===== src/rtl/mux_arb_pkg.sv =====
// Shared types and helpers for the 4-input mux round-robin arbiter.
// Optional lock feature: define ARB_LOCK_EN.
package mux_arb_pkg;

    localparam int N_REQ  = 4;
    localparam int SEL_W  = 2;
    localparam int HOLD_W = 4;

    typedef enum logic {
        IDLE,
        GRANT
    } arb_state_e;

    // One-hot (or zero) vector to index; zero maps to 0.
    function automatic logic [SEL_W-1:0] onehot_to_idx(
        input logic [N_REQ-1:0] oh
    );
        logic [SEL_W-1:0] idx;
        idx = '0;
        unique case (1'b1)
            oh[0]:   idx = 2'd0;
            oh[1]:   idx = 2'd1;
            oh[2]:   idx = 2'd2;
            oh[3]:   idx = 2'd3;
            default: idx = 2'd0;
        endcase
        return idx;
    endfunction

    function automatic logic [N_REQ-1:0] idx_to_onehot(
        input logic [SEL_W-1:0] idx
    );
        logic [N_REQ-1:0] oh;
        oh      = '0;
        oh[idx] = 1'b1;
        return oh;
    endfunction

endpackage


===== src/rtl/mux_4x1_rr_arbiter_rr_pick.sv =====
// Combinational round-robin picker: searches from last+1 with wrap,
// skipping any requester set in the exclude mask.
module rr_pick
    import mux_arb_pkg::*;
(
    input  logic [N_REQ-1:0] req,
    input  logic [SEL_W-1:0] last,
    input  logic [N_REQ-1:0] excl,
    output logic [SEL_W-1:0] winner,
    output logic             found
);

    // First eligible requester after last, wrapping 3 -> 0.
    always_comb begin
        logic [SEL_W-1:0] idx;
        winner = '0;
        found  = 1'b0;
        idx    = '0;
        for (int i = 1; i <= N_REQ; i++) begin
            idx = last + SEL_W'(i);
            if (!found && req[idx] && !excl[idx]) begin
                winner = idx;
                found  = 1'b1;
            end
        end
    end

endmodule


===== src/rtl/mux_4x1_rr_arbiter.sv =====
// Round-robin arbiter driving mux_4x1 selects with a bounded hold time.
// Optional: ARB_LOCK_EN adds a lock input that suppresses hold expiry.
module mux_4x1_rr_arbiter
    import mux_arb_pkg::*;
#(
    parameter int MAX_HOLD = 4,
    parameter int NUM_REQ  = 4
) (
    input  logic             clk,
    input  logic             rst_n,
    input  logic [N_REQ-1:0] req,
`ifdef ARB_LOCK_EN
    input  logic             lock,
`endif
    output logic [N_REQ-1:0] gnt,
    output logic             s0,
    output logic             s1,
    output logic             busy
);

    if (NUM_REQ != 4) begin : g_bad_num_req
        $error("NUM_REQ must be 4 to match mux_4x1");
    end

    if (MAX_HOLD < 1 || MAX_HOLD > 15) begin : g_bad_max_hold
        $error("MAX_HOLD must be in 1..15");
    end

    localparam logic [HOLD_W-1:0] HOLD_LAST =
        HOLD_W'(MAX_HOLD - 1);

    arb_state_e        state_q, state_d;
    logic [N_REQ-1:0]  gnt_q,   gnt_d;
    logic [SEL_W-1:0]  sel_q,   sel_d;
    logic [HOLD_W-1:0] hold_q,  hold_d;
    logic [SEL_W-1:0]  last_q,  last_d;

    logic [SEL_W-1:0]  owner;
    logic              own_req;
    logic              lock_act;
    logic [N_REQ-1:0]  pick_excl;
    logic [SEL_W-1:0]  pick_idx;
    logic              pick_found;

`ifdef ARB_LOCK_EN
    assign lock_act = lock;
`else
    assign lock_act = 1'b0;
`endif

    assign owner     = onehot_to_idx(gnt_q);
    assign own_req   = req[owner];
    // The current owner never wins its own release or expiry search.
    assign pick_excl = (state_q == GRANT) ? gnt_q : '0;

    rr_pick u_pick (
        .req    (req),
        .last   (last_q),
        .excl   (pick_excl),
        .winner (pick_idx),
        .found  (pick_found)
    );

    // Next-state logic: grant, release, expiry and lock handling.
    always_comb begin
        state_d = state_q;
        gnt_d   = gnt_q;
        sel_d   = sel_q;
        hold_d  = hold_q;
        last_d  = last_q;
        unique case (state_q)
            IDLE: begin
                if (pick_found) begin
                    state_d = GRANT;
                    gnt_d   = idx_to_onehot(pick_idx);
                    sel_d   = pick_idx;
                    last_d  = pick_idx;
                    hold_d  = '0;
                end
            end
            GRANT: begin
                if (!own_req) begin
                    hold_d = '0;
                    if (pick_found) begin
                        gnt_d  = idx_to_onehot(pick_idx);
                        sel_d  = pick_idx;
                        last_d = pick_idx;
                    end else begin
                        state_d = IDLE;
                        gnt_d   = '0;
                    end
                end else if (lock_act) begin
                    if (hold_q != HOLD_LAST) begin
                        hold_d = hold_q + 1'b1;
                    end
                end else if (hold_q == HOLD_LAST) begin
                    hold_d = '0;
                    if (pick_found) begin
                        gnt_d  = idx_to_onehot(pick_idx);
                        sel_d  = pick_idx;
                        last_d = pick_idx;
                    end
                end else begin
                    hold_d = hold_q + 1'b1;
                end
            end
            default: begin
                state_d = IDLE;
                gnt_d   = '0;
            end
        endcase
    end

    // State register; reset leaves last=3 so requester 0 leads.
    always_ff @(posedge clk or negedge rst_n) begin
        if (!rst_n) begin
            state_q <= IDLE;
            gnt_q   <= '0;
            sel_q   <= '0;
            hold_q  <= '0;
            last_q  <= 2'd3;
        end else begin
            state_q <= state_d;
            gnt_q   <= gnt_d;
            sel_q   <= sel_d;
            hold_q  <= hold_d;
            last_q  <= last_d;
        end
    end

    assign gnt  = gnt_q;
    assign s0   = sel_q[0];
    assign s1   = sel_q[1];
    assign busy = |gnt_q;

endmodule

===== config.mk =====
export PLATFORM = sky130hd
export DESIGN_NAME = mux_4x1_rr_arbiter
export DESIGN_NICKNAME = d
export VERILOG_FILES = /design/src/rtl/mux_arb_pkg.sv /design/src/rtl/mux_4x1_rr_arbiter_rr_pick.sv /design/src/rtl/mux_4x1_rr_arbiter.sv
export SDC_FILE = /design/constraint.sdc
export NUM_CORES = 1
export LEC_CHECK = 0
export ABC_CLOCK_PERIOD_IN_PS = 3300
export CORE_ASPECT_RATIO = 1.4
export CORE_UTILIZATION = 50
export DETAILED_ROUTE_END_ITERATION = 10
export GPL_TIMING_DRIVEN = 0
export PLACE_DENSITY = 0.78
export RECOVER_POWER = 25
export SLEW_MARGIN = 20
export SYNTH_ARGS = -nofsm -noshare
export SYNTH_HDL_FRONTEND = slang
export SYNTH_SLANG_ARGS = --single-unit
export TNS_END_PERCENT = 5

===== constraint.sdc =====
create_clock -name clk -period 3.3 [get_ports clk]
set_input_delay 0.99 -clock clk [delete_from_list [all_inputs] [get_ports clk]]
set_output_delay 0.99 -clock clk [all_outputs]
set_load 0.01 [all_outputs]

After elaboration in Yosys (flattened, before gate mapping)

Cells that the tools add are included.

Input port bits: 6
Bits in registers: 13
Output and inout bits: 7

Muxes and demuxes: 50
$lt $le $gt $ge: 7
Reduce and logical (&&, ||, !) cells: 16
Add/sub/neg operators: 4
Equal/unequal tests: 3
Bitwise operators: 1

Operator list:

| operator                                                   | number |
|---|---|
| two-way mux 4 bit                                          | 8 |
| two-way mux 2 bit                                          | 10 |
| binary-select mux 1 bit (select 2 bit)                     | 9 |
| less-than comparator 2 x 3 -> 1 bit, second input constant | 6 |
| two-way mux 1 bit                                          | 16 |
| one-hot mux 4 bit (2 select lines)                         | 2 |
| logical AND 1 bit                                          | 8 |
| one-hot mux 2 bit (2 select lines)                         | 2 |
| logical NOT 1 bit                                          | 7 |
| one-hot mux 2 bit (3 select lines)                         | 1 |
| adder 2 bit, second input constant                         | 2 |
| adder 4 x 1 -> 4 bit, second input constant                | 1 |
| == test 4 x 2 -> 1 bit, second input constant              | 1 |
| OR reduction 4 bit                                         | 1 |
| != test 3 x 2 -> 1 bit, second input constant              | 1 |
| adder 2 x 1 -> 2 bit, second input constant                | 1 |
| demux 1 bit (select 2 bit)                                 | 1 |
| >= comparator 2 x 1 -> 1 bit, second input constant        | 1 |
| != test 2 bit, second input constant                       | 1 |
| one-hot mux 1 bit (2 select lines)                         | 1 |
| NOT 1 bit                                                  | 1 |

Logic depth before layout (Yosys ltp)

Depth in word-level cells: 26
Depth in mapped cells: 8
Depth with buffers taken out: 6

Cells and area by module

From an unflattened synthesis, not the netlist that was laid out.

Cell total of the unflattened synthesis: 87
Area, all modules: 837.1 µm²

By module, submodules not included:

| module             | cells an instance | sequential area each (µm²) | instances | area an instance (µm²) |
|---|---|---|---|---|
| mux_4x1_rr_arbiter | 70                | 327.8                      | 1         | 710.7 |
| rr_pick            | 17                | 0.0                        | 1         | 126.4 |

Worst setup path before layout

No wires, ideal clock.

Path type: input port to flip-flop
Start: input port req[2]
End: register gnt_q[2] (netlist: gnt[2])
Stages on the path: 7
Required time: 3179 ps
Slack: 1017 ps
Arrival: 2162 ps
Path through: mux2_2 a21bo_4 nand4_2 and2_1 buf_6 a21boi_2 a22o_1

Word-level cells in the longest chain between the ends: 24

Ends and longest elaborated chain:

| element                                                                                                          | RTL line                                           | text |
|---|---|---|
| start, declared                                                                                                  | mux_4x1_rr_arbiter.sv:11                           | `input logic [N_REQ-1:0] req,` |
| binary-select mux 1 bit (select 2 bit)                                                                           | mux_4x1_rr_arbiter_rr_pick.sv:21                   | `if (!found && req[idx] && !excl[idx]) begin` |
| two-way mux 1 bit (not written as such)                                                                          | mux_4x1_rr_arbiter_rr_pick.sv:21                   |  |
| logical AND 1 bit                                                                                                | mux_4x1_rr_arbiter_rr_pick.sv:21                   |  |
| two-way mux 1 bit                                                                                                | mux_4x1_rr_arbiter_rr_pick.sv:21                   |  |
| logical NOT 1 bit                                                                                                | mux_4x1_rr_arbiter_rr_pick.sv:21                   |  |
| logical AND 1 bit (2 in series)                                                                                  | mux_4x1_rr_arbiter_rr_pick.sv:21                   |  |
| two-way mux 1 bit                                                                                                | mux_4x1_rr_arbiter_rr_pick.sv:21                   |  |
| logical NOT 1 bit                                                                                                | mux_4x1_rr_arbiter_rr_pick.sv:21                   |  |
| (+7 left out)                                                                                                    | --                                                 |  |
| less-than comparator 2 x 3 -> 1 bit (not written as such) / >= comparator 2 x 1 -> 1 bit (equally long branches) | mux_arb_pkg.sv:35                                  | `oh[idx] = 1'b1;` |
| logical AND 1 bit (not written as such)                                                                          | mux_arb_pkg.sv:35                                  |  |
| two-way mux 1 bit (not written as such)                                                                          | mux_arb_pkg.sv:35                                  |  |
| demux 1 bit (select 2 bit)                                                                                       | mux_arb_pkg.sv:35                                  |  |
| two-way mux 4 bit                                                                                                | mux_4x1_rr_arbiter.sv:73, mux_4x1_rr_arbiter.sv:98 |  |
| two-way mux 4 bit                                                                                                | mux_4x1_rr_arbiter.sv:96                           | `end else if (hold_q == HOLD_LAST) begin` |
| two-way mux 4 bit                                                                                                | mux_4x1_rr_arbiter.sv:82                           | `if (!own_req) begin` |
| one-hot mux 4 bit (2 select lines)                                                                               | mux_4x1_rr_arbiter.sv:71                           | `unique case (state_q)` |
| end signal, assigned                                                                                             | mux_4x1_rr_arbiter.sv:124                          | `gnt_q <= gnt_d;` |
| end, declared                                                                                                    | mux_4x1_rr_arbiter.sv:33                           | `logic [N_REQ-1:0] gnt_q, gnt_d;` |

Several ways; a longest one is shown, not always the timed one. The select of a mux whose other input is x is not followed.
A chain may end at the register's enable or synchronous reset.

Worst setup path in the final report

Start: input port req[0]
End: register gnt_q[0] (netlist: gnt[0])

Same word-level chain as after synthesis.

==> impl_summary.log <==
[metrics] Synth Area in XOR/XNOR: 0.8444%
[metrics] diodes inserted: 0
[metrics] power density relative to cell area: 1097 mW/mm2
[metrics] Crit path arrival time: 2.97 ns
[metrics] Vias per Instance: 6.289
[metrics] global-route total usage across every layer: 23.45%
[metrics] count of vias placed by the detailed router: 956
[metrics] count of unique library cells instantiated by Yosys: 43
[metrics] number of buffers created by CTS: 3
[metrics] achievable frequency: 355.4 MHz
[metrics] clock transition at the register clock pins on the worst setup and hold paths after CTS: 0.08 ns
[metrics] combinational family with the most area after synthesis: compound AO/OA/AOI/OAI gates
[metrics] clock network latency to the later pin of the worst-skew pair: 0.27 ns
[metrics] Least-Margin Pin Slew: 0.5580 ns
[metrics] highest-count cells in the layout ignoring fill and taps: 11 x nand2_1, 11 x dfrtp_1, 11 x clkdlybuf4s50_1
[metrics] Mapped Cells: 115
[metrics] leading register cell type out of synthesis: dfrtp_1
[metrics] die area: 0.002263 mm2
[metrics] first-pass detailed-route iteration total: 4
[metrics] dpl hpwl: 1.828 mm
[metrics] CP Class: input port to flop
[metrics] post-synthesis mux area share: 13.51%
[metrics] Buffers on Ports: 12
[metrics] layout cell share with drive strength beyond 1: 21.37%
[metrics] Post-DRT Antenna Nets: 0
[metrics] Final Hold Viols: 0
[metrics] final WL: 2.285 mm
[metrics] Clock Root Buffer: clkbuf_4
[metrics] CTS-repair resized insts: 0
[metrics] final max-slew violation count: 0
[metrics] number of warnings reported in the yosys synthesis log: 0
[metrics] TritonCTS clock tree: built
[metrics] Compound-Gate Fraction of Synth Area: 33.53%
[metrics] Cell Area, Synth: 0.001037 mm2
[metrics] routing usage on met3: 2.400%
[metrics] area inside the core boundary: 0.001949 mm2
[metrics] kind of capture point of the worst setup path: flop
[metrics] number of levels the H-tree was split into: 1
[metrics] height of the die: 55.89 um
[metrics] share of the clock period used by the worst path after layout: 85.27%
[metrics] clock tree buffer depth: 2
[metrics] share of synthesized area occupied by flip-flops and latches: 31.60%
[metrics] peak fanout along the critical path: 8
[metrics] Final Critical Period: 2.814 ns
[metrics] met1 track utilization from global routing: 31.65%
[metrics] Post-Synthesis Mean Instance Area: 9.020 um2
[metrics] setup_tns: 0 ns
[metrics] number of antenna violations at the first check in global routing: 0
[metrics] number of DRC markers in iteration 0: 51
[metrics] required time worst endpoint: 3.46 ns
[metrics] via count of the first global-routing pass: 890
[metrics] Leak: 0.4947 nW
[metrics] post-synthesis adder-cell area fraction: 1.206%
[metrics] most used routing layer in global routing: met2
[metrics] Nets: 139
[metrics] overflow left after global routing: 0
[metrics] number of enable flip-flop cells after synthesis: 0
[metrics] total of max-cap violations: 0
[metrics] type of the worst min-delay path: flop to flop
[metrics] die span in x: 40.50 um
[metrics] Max-Slew Margin vs Limit: 62.68%
[metrics] first-pass GRT wire length: 3.822 mm
[metrics] Worst VDD drop: 768.4 uV
[metrics] Async SR Flop Fraction: 100.0%
[metrics] fin area: 0.001210 mm2
[metrics] GR Layer Usage met2: 37.87%
[metrics] buffers inserted during post-CTS setup optimization: 0
[metrics] Row Count: 19
[metrics] RSZ-0062 raised after global routing: no
[metrics] effective utilization at floorplan: 53.21%
[metrics] Seq cells post-synth: 13
[metrics] element type at the critical path start: input port
[metrics] final count of negative-setup-slack endpoints: 0
[metrics] simple-gate share of the synthesized area: 13.87%
[metrics] cell area reported after detailed placement: 0.001184 mm2
[metrics] number of DRC violations after detailed routing: 0
[metrics] area growth from synthesis to final layout: 16.65%
[metrics] number of top-level design ports: 13
[metrics] Hold-fix buffers, CTS: 0
[metrics] number of clock sinks seen by CTS: 13
[metrics] outcome: finished, final reports clean
[metrics] Post-Synthesis Net Count: 122
[metrics] largest net degree at the start of global routing: 14
[metrics] worst-case clock skew: 0.003807 ns
[metrics] Avg WL per Cell: 15.03 um
[metrics] final weighted congestion in routability-driven placement: 0.8145
==> path summary, 6_finish.rpt <==
kind                                        from                    end  slack [ns]  cells past startpoint
hold / removal             hold_q[1]$_DFFE_PN0P_  hold_q[1]$_DFFE_PN0P_        0.53                      2
setup / recovery                          req[0]     gnt[0]$_DFFE_PN0N_        0.49                      8
setup reg to reg           last_q[0]$_DFFE_PN1P_     gnt[2]$_DFFE_PN0N_        1.02                      7
hold reg to reg            hold_q[1]$_DFFE_PN0P_  hold_q[1]$_DFFE_PN0P_        0.53                      2
max in group asynchronous                  rst_n  last_q[1]$_DFFE_PN1P_        1.79                      1
min in group asynchronous                  rst_n     gnt[0]$_DFFE_PN0N_        1.14                      1
==> routing by layer <==
layer	up-vias	wire length [um]
met3	2	94
li1	474	-
met2	26	1237
met4	0	14
met5	-	0
met1	454	937
==> final cells by class <==
class                      count  area [um2]
fill                         176       739.5
multi-input combinational     92       653.1
sequential                    13       327.8
timing repair buffer          12       120.1
buffer                         5       37.54
clock buffer                   4       26.28
tap                           21       26.28
inverter                       5       18.77
==> state kept, by name (all words and copies together), names as in the netlist <==
name     cells
sel_q        2
gnt          4
state_q      1
hold_q       4
last_q       2
==> power by group <==
group	internal, mW	total (mW)	switching (mW)
clock	0.0467	0.0951	0.0484
combinational	0.432	0.930	0.498
sequential	0.238	0.302	0.0640
==> kinds of logic after synthesis <==
kind of cell | count (synthesis)
xor gates and xnor gates | 1
adders and majority gates | 1
muxes | 11
buffers and inverters | 10
and+or+nand+nor | 30
DFF | 13
AOI/OAI and AO/OA | 49
==> per-stage QoR <==
step	util (%)	power (mW)	hold slack, ns	std cells	setup WS (ns)
2_1_floorplan	-	0.9912	0.4759	115	1.017
3_3_place_gp	60.72	1.206	0.4993	148	0.2278
3_5_place_dp	60.72	1.229	0.5157	148	0.1910
4_1_cts	62.07	1.327	0.5328	152	0.4616
5_1_grt	62.07	1.429	0.5589	152	0.3892
6_report	62.07	1.327	0.5306	152	0.4862
==> critical path, stage by stage <==
cell and delay (ns):
clkdlybuf4s50_1 0.56, mux2i_1 0.10, a21oi_1 0.28, o2111ai_1 0.28
and2_1 0.25, buf_6 0.13, a21boi_2 0.16, a22o_1 0.24
==> cells in the mapped netlist, drive strengths merged, types with 2 or more instances <==
| cell type | n | share of area [%] |
|---|---|---|
| o21ai | 13 | 6.3 |
| dfrtp | 11 | 27 |
| nand2 | 11 | 4.0 |
| a21oi | 10 | 4.8 |
| nor2 | 8 | 2.9 |
| a211oi | 5 | 4.6 |
| buf | 5 | 3.6 |
| inv | 5 | 1.8 |
| mux2 | 5 | 5.8 |
| mux2i | 5 | 5.5 |
| a21boi | 4 | 3.6 |
| a21o | 3 | 2.4 |
| nand3 | 3 | 1.4 |
| a21bo | 2 | 2.5 |
| a22o | 2 | 1.7 |
| dfstp | 2 | 5.1 |
| o22ai | 2 | 1.2 |
| o2bb2ai | 2 | 1.7 |
No activity file was read; power rests on OpenSTA's default activity.
